### src/rtl/pipe_pkg.sv
// Shared pipeline definitions: fetch-queue entry layout and field slices.
package pipe_pkg;

   localparam int FQ_DATA_W = 64;
   localparam int PC_HI     = 63;
   localparam int PC_LO     = 32;
   localparam int INST_HI   = 31;
   localparam int INST_LO   = 0;

   typedef struct packed {
      logic [31:0] pc;
      logic [31:0] inst;
   } fq_entry_t;

endpackage

### src/rtl/fq_storage.sv
// Fetch-queue entry array: one synchronous write port, one asynchronous read port,
// synchronous clear.
module fq_storage #(
   parameter int DEPTH  = 4,
   parameter int DATA_W = 64,
   parameter int PTR_W  = $clog2(DEPTH)
) (
   input  logic              clk,
   input  logic              clear,
   input  logic              we,
   input  logic [PTR_W-1:0]  waddr,
   input  logic [DATA_W-1:0] wdata,
   input  logic [PTR_W-1:0]  raddr,
   output logic [DATA_W-1:0] rdata
);

   logic [DATA_W-1:0] mem [DEPTH];

   always_ff @(posedge clk) begin
      if (clear) begin
         for (int i = 0; i < DEPTH; i++) begin
            mem[i] <= '0;
         end
      end else if (we) begin
         mem[waddr] <= wdata;
      end
   end

   assign rdata = mem[raddr];

endmodule

### src/rtl/fetch_queue.sv
// Decoupling queue between IF3 and ID; supports full cancel and a mispredict
// flush that can retain the head entry (the delay slot).
module fetch_queue
   import pipe_pkg::*;
#(
   parameter  int DEPTH  = 4,
   parameter  int DATA_W = FQ_DATA_W,
   localparam int PTR_W  = $clog2(DEPTH)
) (
   input  logic              clk,
   input  logic              resetn,
   input  logic              in_valid,
   input  logic [DATA_W-1:0] in_data,
   output logic              in_allow,
   output logic              out_valid,
   output logic [DATA_W-1:0] out_data,
   input  logic              out_allow,
   input  logic              cancel,
   input  logic              flush,
   input  logic              keep_head,
   output logic [PTR_W:0]    count
);

   localparam logic [PTR_W:0] CNT_FULL = (PTR_W + 1)'(DEPTH);
   localparam logic [PTR_W:0] CNT_ONE  = (PTR_W + 1)'(1);

   logic [PTR_W-1:0] rd_ptr;
   logic [PTR_W-1:0] wr_ptr;
   logic [PTR_W:0]   cnt;
   logic             push;
   logic             pop;
   logic             keep;
   logic             wr_en;

   assign out_valid = (cnt != '0);
   assign in_allow  = (cnt != CNT_FULL) | out_allow;
   assign push      = in_valid & in_allow;
   assign pop       = out_valid & out_allow;
   // Delay slot survives only if it is present and ID is not taking it now.
   assign keep      = flush & keep_head & out_valid & ~out_allow;
   assign wr_en     = push & ~cancel & ~flush;
   assign count     = cnt;

   always_ff @(posedge clk) begin
      if (!resetn) begin
         rd_ptr <= '0;
         wr_ptr <= '0;
         cnt    <= '0;
      end else if (cancel) begin
         rd_ptr <= '0;
         wr_ptr <= '0;
         cnt    <= '0;
      end else if (keep) begin
         wr_ptr <= rd_ptr + 1'b1;
         cnt    <= CNT_ONE;
      end else if (flush) begin
         rd_ptr <= wr_ptr;
         cnt    <= '0;
      end else begin
         if (push) wr_ptr <= wr_ptr + 1'b1;
         if (pop)  rd_ptr <= rd_ptr + 1'b1;
         case ({push, pop})
            2'b10:   cnt <= cnt + 1'b1;
            2'b01:   cnt <= cnt - 1'b1;
            default: cnt <= cnt;
         endcase
      end
   end

   fq_storage #(
      .DEPTH  (DEPTH),
      .DATA_W (DATA_W),
      .PTR_W  (PTR_W)
   ) u_storage (
      .clk   (clk),
      .clear (~resetn),
      .we    (wr_en),
      .waddr (wr_ptr),
      .wdata (in_data),
      .raddr (rd_ptr),
      .rdata (out_data)
   );

endmodule

### config.mk
export PLATFORM = sky130hd
export DESIGN_NAME = fetch_queue
export DESIGN_NICKNAME = d
export VERILOG_FILES = /design/src/rtl/pipe_pkg.sv /design/src/rtl/fq_storage.sv /design/src/rtl/fetch_queue.sv
export SDC_FILE = /design/constraint.sdc
export NUM_CORES = 1
export LEC_CHECK = 0
export ABC_CLOCK_PERIOD_IN_PS = 8130
export BUFFER_PORTS_ARGS = -buffer_cell sky130_fd_sc_hd__buf_2
export CORE_ASPECT_RATIO = 1.25
export CORE_MARGIN = 2
export CORE_UTILIZATION = 40
export DETAILED_ROUTE_END_ITERATION = 12
export GPL_TIMING_DRIVEN = 0
export HOLD_SLACK_MARGIN = 0.1
export PLACE_DENSITY = 0.55
export SETUP_SLACK_MARGIN = 0.2
export SLEW_MARGIN = 10
export SYNTH_ARGS = -nofsm -noshare
export SYNTH_HDL_FRONTEND = slang
export SYNTH_HIERARCHICAL = 1
export SYNTH_SLANG_ARGS = --single-unit
### constraint.sdc
create_clock -name clk -period 8.13 [get_ports clk]
set_clock_uncertainty 0.15 [all_clocks]
set_input_delay 2.439 -clock clk [delete_from_list [all_inputs] [get_ports clk]]
set_output_delay 2.439 -clock clk [all_outputs]
set_load 0.05 [all_outputs]
# After elaboration in Yosys (flattened, before gate mapping)
# Memories as Yosys holds them, arrays and structs flattened. A register that Yosys moved wholly into a read port is not among the register bits.
# Cells that the tools add are included.
# totals
regBits	7
ram_bits	256
input_bits	71
elab_cells	53
n_memories	1
# classes
addsub	4
n_eq_ne	4
mux	17
n_bitwise	13
n_reduce_logical	10
# mem_list
name	words	width	rd	rd_ports_with_merged_regs	wr	line	rtl
u_storage.mem	4	64	1	1	4	fq_storage.sv:17	logic [DATA_W-1:0] mem [DEPTH];
# op_table
op	n
$mux W64	1
$reduce_or A64 Y1	1
$mux W2	8
$and A1 B1 Y1	7
$mux W1	7
$pmux W3 S2	1
$reduce_bool A2 Y1	3
$not A1 Y1	5
$add A2 B1 Y2 const B	2
$reduce_and A2 Y1	2
$reduce_bool A4 Y1	1
$reduce_or A4 Y1	1
$add A3 B1 Y3 const B	1
$ne A3 B3 Y1 const B	1
$reduce_bool A3 Y1	1
$sub A3 B1 Y3 const B	1
$eq A2 B1 Y1 const B	1
$eq A2 B2 Y1 const B	1
$ne A2 B2 Y1 const B	1
$reduce_or A2 Y1	1
$or A1 B1 Y1	1

# Longest topological paths before layout
# logic_depth
depth_word	10
ltp_mapped	9
depth_no_buf	9

# Hierarchy
# Netlist, hierarchy kept.
# by_module_without_submodules
mod	instances	cells_each	area_each_um2	seq_area_each_um2
fq_storage	1	629	11113.2	7687.4
fetch_queue	1	52	459.2	140.1

# Worst setup path after synthesis
# OpenSTA, ideal clock, no wires.
# synth_path
kind	input to register
from	input port flush
to	memory u_storage.mem[2][0] (enable)
setup_ps	499
arrival_ps	6183
required_time_ps	7481
setup_slack_ps	1298
stages	5
n_path_buf	1
cell_sequence	clkbuf_1 nand3b_2 nor2_1 nand2_1 o21bai_1
# synth_lines
item	line	rtl
from (decl)	fetch_queue.sv:19	input logic flush,
to (decl)	fq_storage.sv:17	

# Worst setup path in the final report
# layout_path
from	input port out_allow
to	output port in_allow
# layout_via
elab_chain_len	1
# layout_rtl
item	line	rtl
from (decl)	fetch_queue.sv:17	input logic out_allow,
$or A1 B1 Y1	fetch_queue.sv:36	assign in_allow = (cnt != CNT_FULL) | out_allow;
to (decl)	fetch_queue.sv:14	output logic in_allow,
# Every way passes these cells.

==> qor.yml <==
htreeDepth: 1
cts_setup_buffers: 0
worst_pin_slew_ns: 0.778
synth_top_family_by_area: "simple AND/OR/NAND/NOR gates"
yosysSeqAreaShare_pct: 67.6
synthesis.nets: 754
area_growth_pct: 19.4
crit_path_end_kind: "primary output"
first_iter_violations: 277
r2r_cells: 6
synth_compound_area_share_pct: 0.984
wl_per_cell_microns: 20.9
min_period_ns: 5.92
clk_latency_ns: 0.53
vdd_ir_drop_max_mv: 0.174
startpoint: "out_allow"
pwr-share-clk_pct: 41.1
drive_gt1_share_pct: 38.6
initial_core_util_pct: 40.6
grt_first_pass_wirelength_microns: 39100
synth.area.mux_share_pct: 12.5
port_buffers: 139
ys.flop_type: "edfxtp_1"
cap_violations: 0
p_sw_mw: 0.695
wl_microns: 25700
area.sequential_sq_um: 7830
dr_total_vias: 6293
synthXorXnorAreaFrac_pct: 0.454
fillers: 2497
ios: 140
max_clock_freq_mhz: 169
post_drt_via_cell_ratio: 5.11
grtUsageTotal_pct: 17.1
synth_area_sq_um: 11600
synth-seq-cells: 263
place_congestion: 0.763
synthCells: 681
multi_input_area_sq_um: 3560
rrSetupSlack_ns: 5.27
die_width_microns: 156
worstSetupEndpoint: "in_allow"
setup_tns_ns: 0
die_area_sq_um: 30300
cts_resized: 0
critPathArrivalTime_ns: 3.33
hold_buffers: 0
timing.rr.start: "count[0]$_SDFFE_PP0P_"
crit_type: "primary input to primary output"
cts_root_buffer: "clkbuf_16"
synth_cell_type_count: 40
r2r_end: "u_storage/mem[0][29]$_SDFFCE_PN0P_"
diodes: 0
yosysWarnings: 6
outcome: "complete, no violations"
hold_path.class: "flip-flop to flip-flop"
finalSetupViolCount: 0
worst_slack_ns: 2.21
power_frac_comb_pct: 8.5
synth_area_per_cell_sq_um: 17.0
grt_overflow: 0
synth-async-reset-ratio_pct: 0
drc_errors: 0
synth-simple-area-share_pct: 16.3
antenna_found_initial: 3
grt_max_degree: 44
clk_pin_slew_ns: 0.06
grt_pass1_vias: 6879
dp_hpwl_microns: 15900
cts_num_sinks: 263
drv_slew: 0
rsz0062_at_grt: "false"
p_leak_nw: 5.22
cts_tree: "built"
first_pass_iters: 4
post-place-ws_ns: 2.22
start_kind: "primary input"
crit_fanout: 7
hold_viol: 0
rows: 69
p_sw_share_pct: 22.5
antenna_left: 0
die_height_microns: 194
synth-edff-count: 256
p_int_mw: 2.40
clockBufferDepth: 3
slew_headroom_pct: 47.9
timing.final.crit_share_pct: 72.8
fp.coreArea_sq_um: 28500
power_density_nw_per_um2: 224
cts_buffers: 28
cp.required_ns: 5.54
synth_fa_ha_area_share_pct: 0.281
nets: 929
p_seq_share_pct: 50.3
==> stage by stage <==
step / hold WS [ns] / total power, mW / utilization [%] / area (sq um) / instances
detailed placement: 0.386 / 1.86 / 45.3 / 12900 / 1181
global route: 0.460 / 3.20 / 48.5 / 13800 / 1231
CTS: 0.395 / 3.14 / 48.5 / 13800 / 1231
floorplan: 0.345 / 1.76 / - / 11600 / 681
finish: 0.396 / 3.09 / 48.5 / 13800 / 1231
global placement: 0.373 / 1.84 / 44.6 / 12700 / 1175
==> how the worst min path moves through the flow <==
stage,from,end,slack [ns],cells after the start
floorplan,rd_ptr[1]$_SDFFE_PP0P_,rd_ptr[1]$_SDFFE_PP0P_,0.34,2
global placement,rd_ptr[1]$_SDFFE_PP0P_,rd_ptr[1]$_SDFFE_PP0P_,0.37,2
detailed placement,rd_ptr[1]$_SDFFE_PP0P_,rd_ptr[1]$_SDFFE_PP0P_,0.39,2
CTS,rd_ptr[1]$_SDFFE_PP0P_,rd_ptr[1]$_SDFFE_PP0P_,0.39,2
global route,rd_ptr[1]$_SDFFE_PP0P_,rd_ptr[1]$_SDFFE_PP0P_,0.46,2
finish,rd_ptr[1]$_SDFFE_PP0P_,rd_ptr[1]$_SDFFE_PP0P_,0.40,2
==> layout by cell type, fill, tap and decap left out, drive strengths merged, types with 2 or more instances in the layout <==
master  synthesis  final
xnor2           2      2
a21oi           5      5
nor3            2      2
nor2            6      6
and4bb          2      2
a211oi          2      2
and2          257    257
xor2            4      4
inv             5      5
edfxtp        256    256
nand2b          3      3
dfxtp           7      7
clkinv          0     11
a31o            3      3
mux4           64     64
bufinv          0      4
buf            16    161
nand2           2      2
clkbuf         27     62
==> cell type report <==
type,count,share of cell area (%)
flip-flops and latches,263,56.7
inverters,5,0.136
clock buffers,35,5.42
repair buffers,145,6.12
well taps,355,3.22
multi-input cells,370,25.8
plain buffers,43,1.48
clock inverters,15,1.21
==> Yosys cell counts, drive strengths merged, types with 3 or more instances <==
cell / instances / area (sq um)
buf: 16 / 92.6
a21oi: 5 / 25.0
xor2: 4 / 35.0
nand2b: 3 / 18.8
mux4: 64 / 1440
clkbuf: 27 / 111
dfxtp: 7 / 140
and2: 257 / 1690
inv: 5 / 18.8
edfxtp: 256 / 7690
a31o: 3 / 26.3
nor2: 6 / 22.5
==> worst max-delay path, cell delays in order <==
cell	delay, ns
buf_2	0.14
or4b_4	0.52
buf_2	0.23
==> sequential cells by signal, summed over array words and instances, names as in the netlist <==
signal / cells
wr_ptr: 2
count: 3
rd_ptr: 2
u_storage/mem: 256
==> routing by layer <==
layer  track usage [%]  up-vias  part of all wire, %
li1                  -     2891                    -
met1              20.8     3229                   41
met2              31.2      127                   53
met3              3.24       40                  4.6
met4              4.28        6                  1.9
met5                 0        -                 0.14
==> power groups by stage <==
| stage | clock, mW | sequential, mW | combinational [mW] |
|---|---|---|---|
| after CTS | 1.31 | 1.56 | 0.270 |
| after global routing | 1.36 | 1.56 | 0.282 |
| after floorplan | 0 | 1.58 | 0.176 |
| after global placement | 0 | 1.59 | 0.255 |
| after detailed placement | 0 | 1.59 | 0.269 |
| final | 1.27 | 1.56 | 0.264 |
==> kinds of logic after synthesis <==
group                    count (synthesis)
buffers and inverters                   48
multiplexers                            64
AO/OA/AOI/OAI                           16
flip-flops                             263
XOR/XNOR                                 6
adder cells (fa/ha/maj)                  2
AND/OR/NAND/NOR                        282
No activity file was read; power rests on OpenSTA's default activity.
